File: config.mk
export PLATFORM = sky130hd
export DESIGN_NAME = dac_pulse_scheduler
export DESIGN_NICKNAME = d
export VERILOG_FILES = /design/src/rtl/dac_pulse_scheduler.sv
export SDC_FILE = /design/constraint.sdc
export NUM_CORES = 1
export LEC_CHECK = 0
export CAP_MARGIN = 20
export CORE_ASPECT_RATIO = 0.75
export CORE_MARGIN = 4
export CORE_UTILIZATION = 61
export CTS_CLUSTER_DIAMETER = 200
export DETAILED_ROUTE_END_ITERATION = 16
export PLACE_DENSITY = 0.86
export SYNTH_ARGS = -nofsm -noshare
export SYNTH_HDL_FRONTEND = slang
export SYNTH_SLANG_ARGS = --single-unit
File: constraint.sdc
create_clock -name clk -period 4.05 [get_ports clk]
set_input_delay 1.0125 -clock clk [delete_from_list [all_inputs] [get_ports clk]]
set_output_delay 1.0125 -clock clk [all_outputs]
set_load 0.01 [all_outputs]
File: src/rtl/dac_pulse_scheduler.sv
// dac_pulse_scheduler: walks a register table of DAC pulses, replaying it
// repeat_cnt+1 times (or continuously while loop=1 when built with the
// optional loop feature).
//
// Ports:
//   clk, rstn                 clock, async active-low reset (also clears table)
//   wr_en/wr_addr/wr_current/
//   wr_width/wr_period        table write port, accepted in any state
//   num_entries, repeat_cnt   entries per pass / extra passes, latched at start
//   start, abort              begin sequence / stop immediately
//   loop                      only with DAC_PULSE_SCHED_LOOP_EN defined
//   busy, done                sequence in progress / one-cycle completion
//   entry_idx, trigger,
//   current, width            presented entry and its one-cycle trigger
//
// Optional feature macro: DAC_PULSE_SCHED_LOOP_EN

module dac_pulse_scheduler #(
    parameter int DEPTH    = 8,
    parameter int AW       = 3,
    parameter int PERIOD_W = 24
) (
    input  logic                clk,
    input  logic                rstn,
    input  logic                wr_en,
    input  logic [AW-1:0]       wr_addr,
    input  logic [15:0]         wr_current,
    input  logic [15:0]         wr_width,
    input  logic [PERIOD_W-1:0] wr_period,
    input  logic [AW:0]         num_entries,
    input  logic [15:0]         repeat_cnt,
    input  logic                start,
    input  logic                abort,
`ifdef DAC_PULSE_SCHED_LOOP_EN
    input  logic                loop,
`endif
    output logic                busy,
    output logic                done,
    output logic [AW-1:0]       entry_idx,
    output logic                trigger,
    output logic [15:0]         current,
    output logic [15:0]         width
);

    typedef enum logic [2:0] {
        S_IDLE,
        S_LOAD,
        S_TRIG,
        S_HOLD,
        S_DONE
    } state_t;

    localparam logic [AW:0] DEPTH_N = (AW+1)'(DEPTH);

    logic [15:0]         tab_cur [DEPTH];
    logic [15:0]         tab_wid [DEPTH];
    logic [PERIOD_W-1:0] tab_per [DEPTH];

    state_t              state;
    logic [AW-1:0]       idx;
    logic [AW:0]         last;
    logic [15:0]         rep;
    logic [PERIOD_W-1:0] cnt;
    logic                empty_q;

    logic [AW:0]         n_cl;
    logic [PERIOD_W-1:0] per_sel;
    logic [PERIOD_W-1:0] hold_val;
    logic                loop_hit;

    assign n_cl    = (num_entries > DEPTH_N) ? DEPTH_N : num_entries;
    assign per_sel = tab_per[idx];

    // TRIG plus the HOLD cycles plus the next LOAD add up to one period;
    // periods below 4 are stretched to the 4-cycle minimum.
    assign hold_val = (per_sel < PERIOD_W'(4)) ? PERIOD_W'(2)
                                               : per_sel - PERIOD_W'(2);

`ifdef DAC_PULSE_SCHED_LOOP_EN
    assign loop_hit = loop;
`else
    assign loop_hit = 1'b0;
`endif

    always_ff @(posedge clk or negedge rstn) begin
        if (!rstn) begin
            for (int i = 0; i < DEPTH; i++) begin
                tab_cur[i] <= '0;
                tab_wid[i] <= '0;
                tab_per[i] <= '0;
            end
        end else if (wr_en) begin
            tab_cur[wr_addr] <= wr_current;
            tab_wid[wr_addr] <= wr_width;
            tab_per[wr_addr] <= wr_period;
        end
    end

    always_ff @(posedge clk or negedge rstn) begin
        if (!rstn) begin
            state     <= S_IDLE;
            idx       <= '0;
            last      <= '0;
            rep       <= '0;
            cnt       <= '0;
            empty_q   <= 1'b0;
            busy      <= 1'b0;
            done      <= 1'b0;
            trigger   <= 1'b0;
            entry_idx <= '0;
            current   <= '0;
            width     <= '0;
        end else begin
            trigger <= 1'b0;
            done    <= 1'b0;
            if (abort) begin
                state   <= S_IDLE;
                busy    <= 1'b0;
                empty_q <= 1'b0;
            end else begin
                unique case (state)
                    S_IDLE: begin
                        if (start) begin
                            if (n_cl == '0) begin
                                // Empty table: spend one extra cycle so
                                // done lands two cycles after start.
                                state   <= S_DONE;
                                empty_q <= 1'b1;
                            end else begin
                                state <= S_LOAD;
                                busy  <= 1'b1;
                                idx   <= '0;
                                rep   <= repeat_cnt;
                                last  <= n_cl - (AW+1)'(1);
                            end
                        end
                    end
                    S_LOAD: begin
                        current   <= tab_cur[idx];
                        width     <= tab_wid[idx];
                        entry_idx <= idx;
                        cnt       <= hold_val;
                        trigger   <= 1'b1;
                        state     <= S_TRIG;
                    end
                    S_TRIG: begin
                        state <= S_HOLD;
                    end
                    S_HOLD: begin
                        if (cnt == PERIOD_W'(1)) begin
                            if ({1'b0, idx} != last) begin
                                idx   <= idx + 1'b1;
                                state <= S_LOAD;
                            end else if (loop_hit) begin
                                idx   <= '0;
                                state <= S_LOAD;
                            end else if (rep != '0) begin
                                rep   <= rep - 1'b1;
                                idx   <= '0;
                                state <= S_LOAD;
                            end else begin
                                state <= S_DONE;
                                busy  <= 1'b0;
                                done  <= 1'b1;
                            end
                        end else begin
                            cnt <= cnt - 1'b1;
                        end
                    end
                    S_DONE: begin
                        if (empty_q) begin
                            empty_q <= 1'b0;
                            done    <= 1'b1;
                        end else begin
                            state <= S_IDLE;
                        end
                    end
                    default: begin
                        state <= S_IDLE;
                        busy  <= 1'b0;
                    end
                endcase
            end
        end
    end

endmodule

==> results.py <==
metrics = {
    "clocking": {
        "htree_levels": 2,
        "cts_num_sinks": 537,
        "cts_repair_resize_count": 0,
        "cts_root_buffer": "clkbuf_16",
        "ctsLongestPathBuffers": 3,
        "cts_setup_buffers": 0,
        "holdBufCountCts": 0,
        "clock_latency_ps": 570,
        "cts_tree": "yes",
        "clk_transition_reported_paths_ps": 60,
        "cts_inserted_buffers": 50,
    },
    "global_route": {
        "first_global_vias": 16660,
        "grt_start_max_net_pins": 107,
        "grt_overflow": 0,
        "grt_antenna_before_repair": 7,
        "grt_pass1_wl_um": 91420,
        "overall_track_demand_over_capacity_in_global_routing_pct": 26.30,
    },
    "floorplan": {
        "placementRows": 63,
        "die_area_um2": 43900,
        "io_pins": 122,
        "die_height_um": 182.5,
        "placeableCoreArea_um2": 39810,
        "die_width_um": 240.6,
        "start_util_pct": 62.19,
    },
    "sta": {
        "post-route-min-period_ps": 3601,
        "slew-limit-headroom_pct": 29.57,
        "hold_viol": 0,
        "final_max_slew_viol_count": 0,
        "final_setup_violations": 0,
        "rsz0062_at_grt": "false",
        "fin_ws_ps": 448.6,
        "whs_ps": 454.3,
        "fin_crit_sh_pct": 88.92,
        "tightest_slew_ps": 1056,
        "fin_worst_skew_ps": 19.24,
        "finalSetupTns_ps": 0,
        "achievable-frequency_mhz": 277.7,
    },
    "detailed_routing": {
        "drtPass1Iterations": 5,
        "detailedRoute.firstIterationViolations": 1375,
        "ant_nets": 0,
        "routed_wire_length_per_instance_um": 23.28,
        "remaining_drc_errors": 0,
        "route.vias.total": 15490,
        "routed_via_density": 6.388,
        "totalWireLength_um": 56450,
    },
    "worst_setup_path": {
        "worstPathMaxFanout": 36,
        "max_stage_delay_ps": 810,
        "critical_path.startpoint_type": "flop",
        "endpoint_kind": "flop",
        "path_delay_family": "simple AND/OR/NAND/NOR gates",
        "critical-path-slowest-cell": "dfrtp_4",
        "worst-setup-path-type": "reg -> reg",
        "cell_breakdown_of_the_critical_path": "buf_4 -> mux4_2 -> mux2i_1 -> nand2_1 -> nor3_1 -> nand4_1 -> nand2_1 -> buf_4 -> o211ai_1",
        "worst_ep_arrival_time_ps": 4020,
        "r2r_setup_slack_ps": 450,
        "timing.critical_path.required_ps": 4470,
        "critPathBufInv": 2,
    },
    "worst_hold_path": {
        "holdCritPathClass": "in -> async",
    },
    "placed_design": {
        "dp_hpwl_um": 34390,
        "detailedPlace.worstSlack_ps": 322.9,
        "gpl.final_weighted_congestion": 0.8906,
        "portBuffers": 121,
    },
    "power": {
        "leakage_nw": 11.64,
        "sequential_fraction_of_design_power_pct": 47.4,
        "total_switching_power_mw": 4.352,
        "power_density_nw_per_um2": 556.5,
        "power.ir.vdd_worst_v": 0.0003254,
        "power_frac_comb_pct": 21.8,
        "p_int_mw": 11.51,
        "power.switching_fraction_pct": 27.44,
        "clock_power_share_pct": 30.8,
    },
    "logic_synthesis": {
        "ys.warnings.count": 0,
        "synth.avg_cell_area_um2": 14.17,
        "synth_area_um2": 24760,
        "synth_nets": 1838,
        "synth_top_flop_cell": "dfrtp_1",
        "synth-edff-count": 0,
        "ys_seq_area_share_pct": 54.28,
        "synth-async-reset-ratio_pct": 100.0,
        "synthCells": 1747,
        "synth.lib_cells_used.distinct": 61,
        "yosys_register_bits": 537,
    },
    "final_layout": {
        "drive_gt1_share_pct": 37.65,
        "nets": 1949,
        "final.fill_count": 2417,
        "area_growth_syn_to_layout_pct": 15.13,
        "final_cell_mix": "dfrtp_1, mux2_2, clkdlybuf4s50_1",
        "layout.cells.most_common": "dfrtp_1",
    },
    "flow_run": {
        "drv_cap": 0,
    },
    "status": {
        "outcome": "finished clean",
    },
}
[sequential cells by signal, indices dropped and copies added (netlist names)]
name	flops
tab_wid	128
entry_idx	3
empty_q	1
cnt	24
width	16
done	1
last	4
current	16
busy	1
rep	16
tab_cur	128
trigger	1
tab_per	192
idx	3
state	3
[per-layer routing]
metal  part of all wire [%]  vias up  track usage, %
li1                       -     6754               -
met3                    5.7      107           4.548
met5                  0.023        -               0
met4                    2.8        2           8.837
met2                     48      462           41.80
met1                     43     8166           37.58
[kinds of logic (layout without fill, tap and decap cells)]
| kind of cell | after synthesis | in the layout | share of synthesized area [%] |
|---|---|---|---|
| buffers and inverters | 122 | 274 | 2.072 |
| AND/OR/NAND/NOR | 258 | 258 | 5.170 |
| flip-flops | 537 | 537 | 54.28 |
| adder cells (fa/ha/maj) | 7 | 7 | 0.3538 |
| AO/OA/AOI/OAI | 176 | 176 | 4.149 |
| other | 0 | 6 | 0 |
| multiplexers | 625 | 625 | 33.20 |
| XOR/XNOR | 22 | 22 | 0.7783 |
[cell usage after synthesis (all sizes together), types with 7 or more instances]
library cell / n / area share (%)
nor2: 57 / 0.87
xor2: 8 / 0.28
buf: 27 / 0.63
nor4: 16 / 0.43
ha: 7 / 0.35
mux2: 456 / 21
nand2b: 9 / 0.23
or3: 10 / 0.25
nand3: 15 / 0.30
o22ai: 7 / 0.18
nand2: 79 / 1.2
o21ai: 88 / 1.8
nor3: 29 / 0.65
nand4: 12 / 0.33
xnor2: 14 / 0.50
mux2i: 60 / 2.5
inv: 14 / 0.21
a21oi: 35 / 0.71
mux4: 109 / 9.9
a22oi: 8 / 0.24
dfrtp: 537 / 54
clkbuf: 81 / 1.2
[metrics by stage]
step | instances | power (mW) | utilization, % | area [um2]
4_1_cts | 2419 | 15.91 | 71.56 | 28490
3_3_place_gp | 2326 | 10.73 | 67.21 | 26750
6_report | 2425 | 15.86 | 71.60 | 28500
5_1_grt | 2425 | 16.62 | 71.60 | 28500
3_5_place_dp | 2326 | 11.00 | 67.21 | 26750
2_1_floorplan | 1747 | 9.654 | - | 24760
[worst register-to-register path, delay by kind of cell, from the launching register on]
family / cells / cell delay (ps)
flip-flops: 1 / 810
AND/OR/NAND/NOR: 4 / 1130
buffers and inverters: 2 / 610
multiplexers: 2 / 780
AO/OA/AOI/OAI: 1 / 120
[final timing paths]
kind                            from     endpoint  depth (start not counted)
min in group clk           width[14]    width[14]                          2
min                             rstn    width[10]                          1
max reg2reg                   idx[2]      cnt[18]                          9
max in group asynchronous       rstn  tab_cur[26]                          2
max                           idx[2]      cnt[18]                          9
min reg2reg                width[14]    width[14]                          2
[power groups by stage]
stage	logic [mW]	registers (mW)	clock network, mW
2_1_floorplan	2.31	7.34	0
3_3_place_gp	3.29	7.45	0
3_5_place_dp	3.43	7.56	0
4_1_cts	3.47	7.49	4.96
5_1_grt	3.78	7.65	5.19
6_report	3.46	7.51	4.88
[cell type report]
cell class | count | area [um2] | share of cell area, %
inverter | 14 | 52.55 | 0.1844
clock buffer | 78 | 1548 | 5.430
timing repair buffer | 167 | 1774 | 6.225
multi-input combinational | 1088 | 10830 | 37.99
antenna | 6 | 15.01 | 0.05268
sequential | 537 | 13450 | 47.19
clock inverter | 15 | 183.9 | 0.6453
tap | 520 | 650.6 | 2.283
Power figures use the tool's default switching activity.
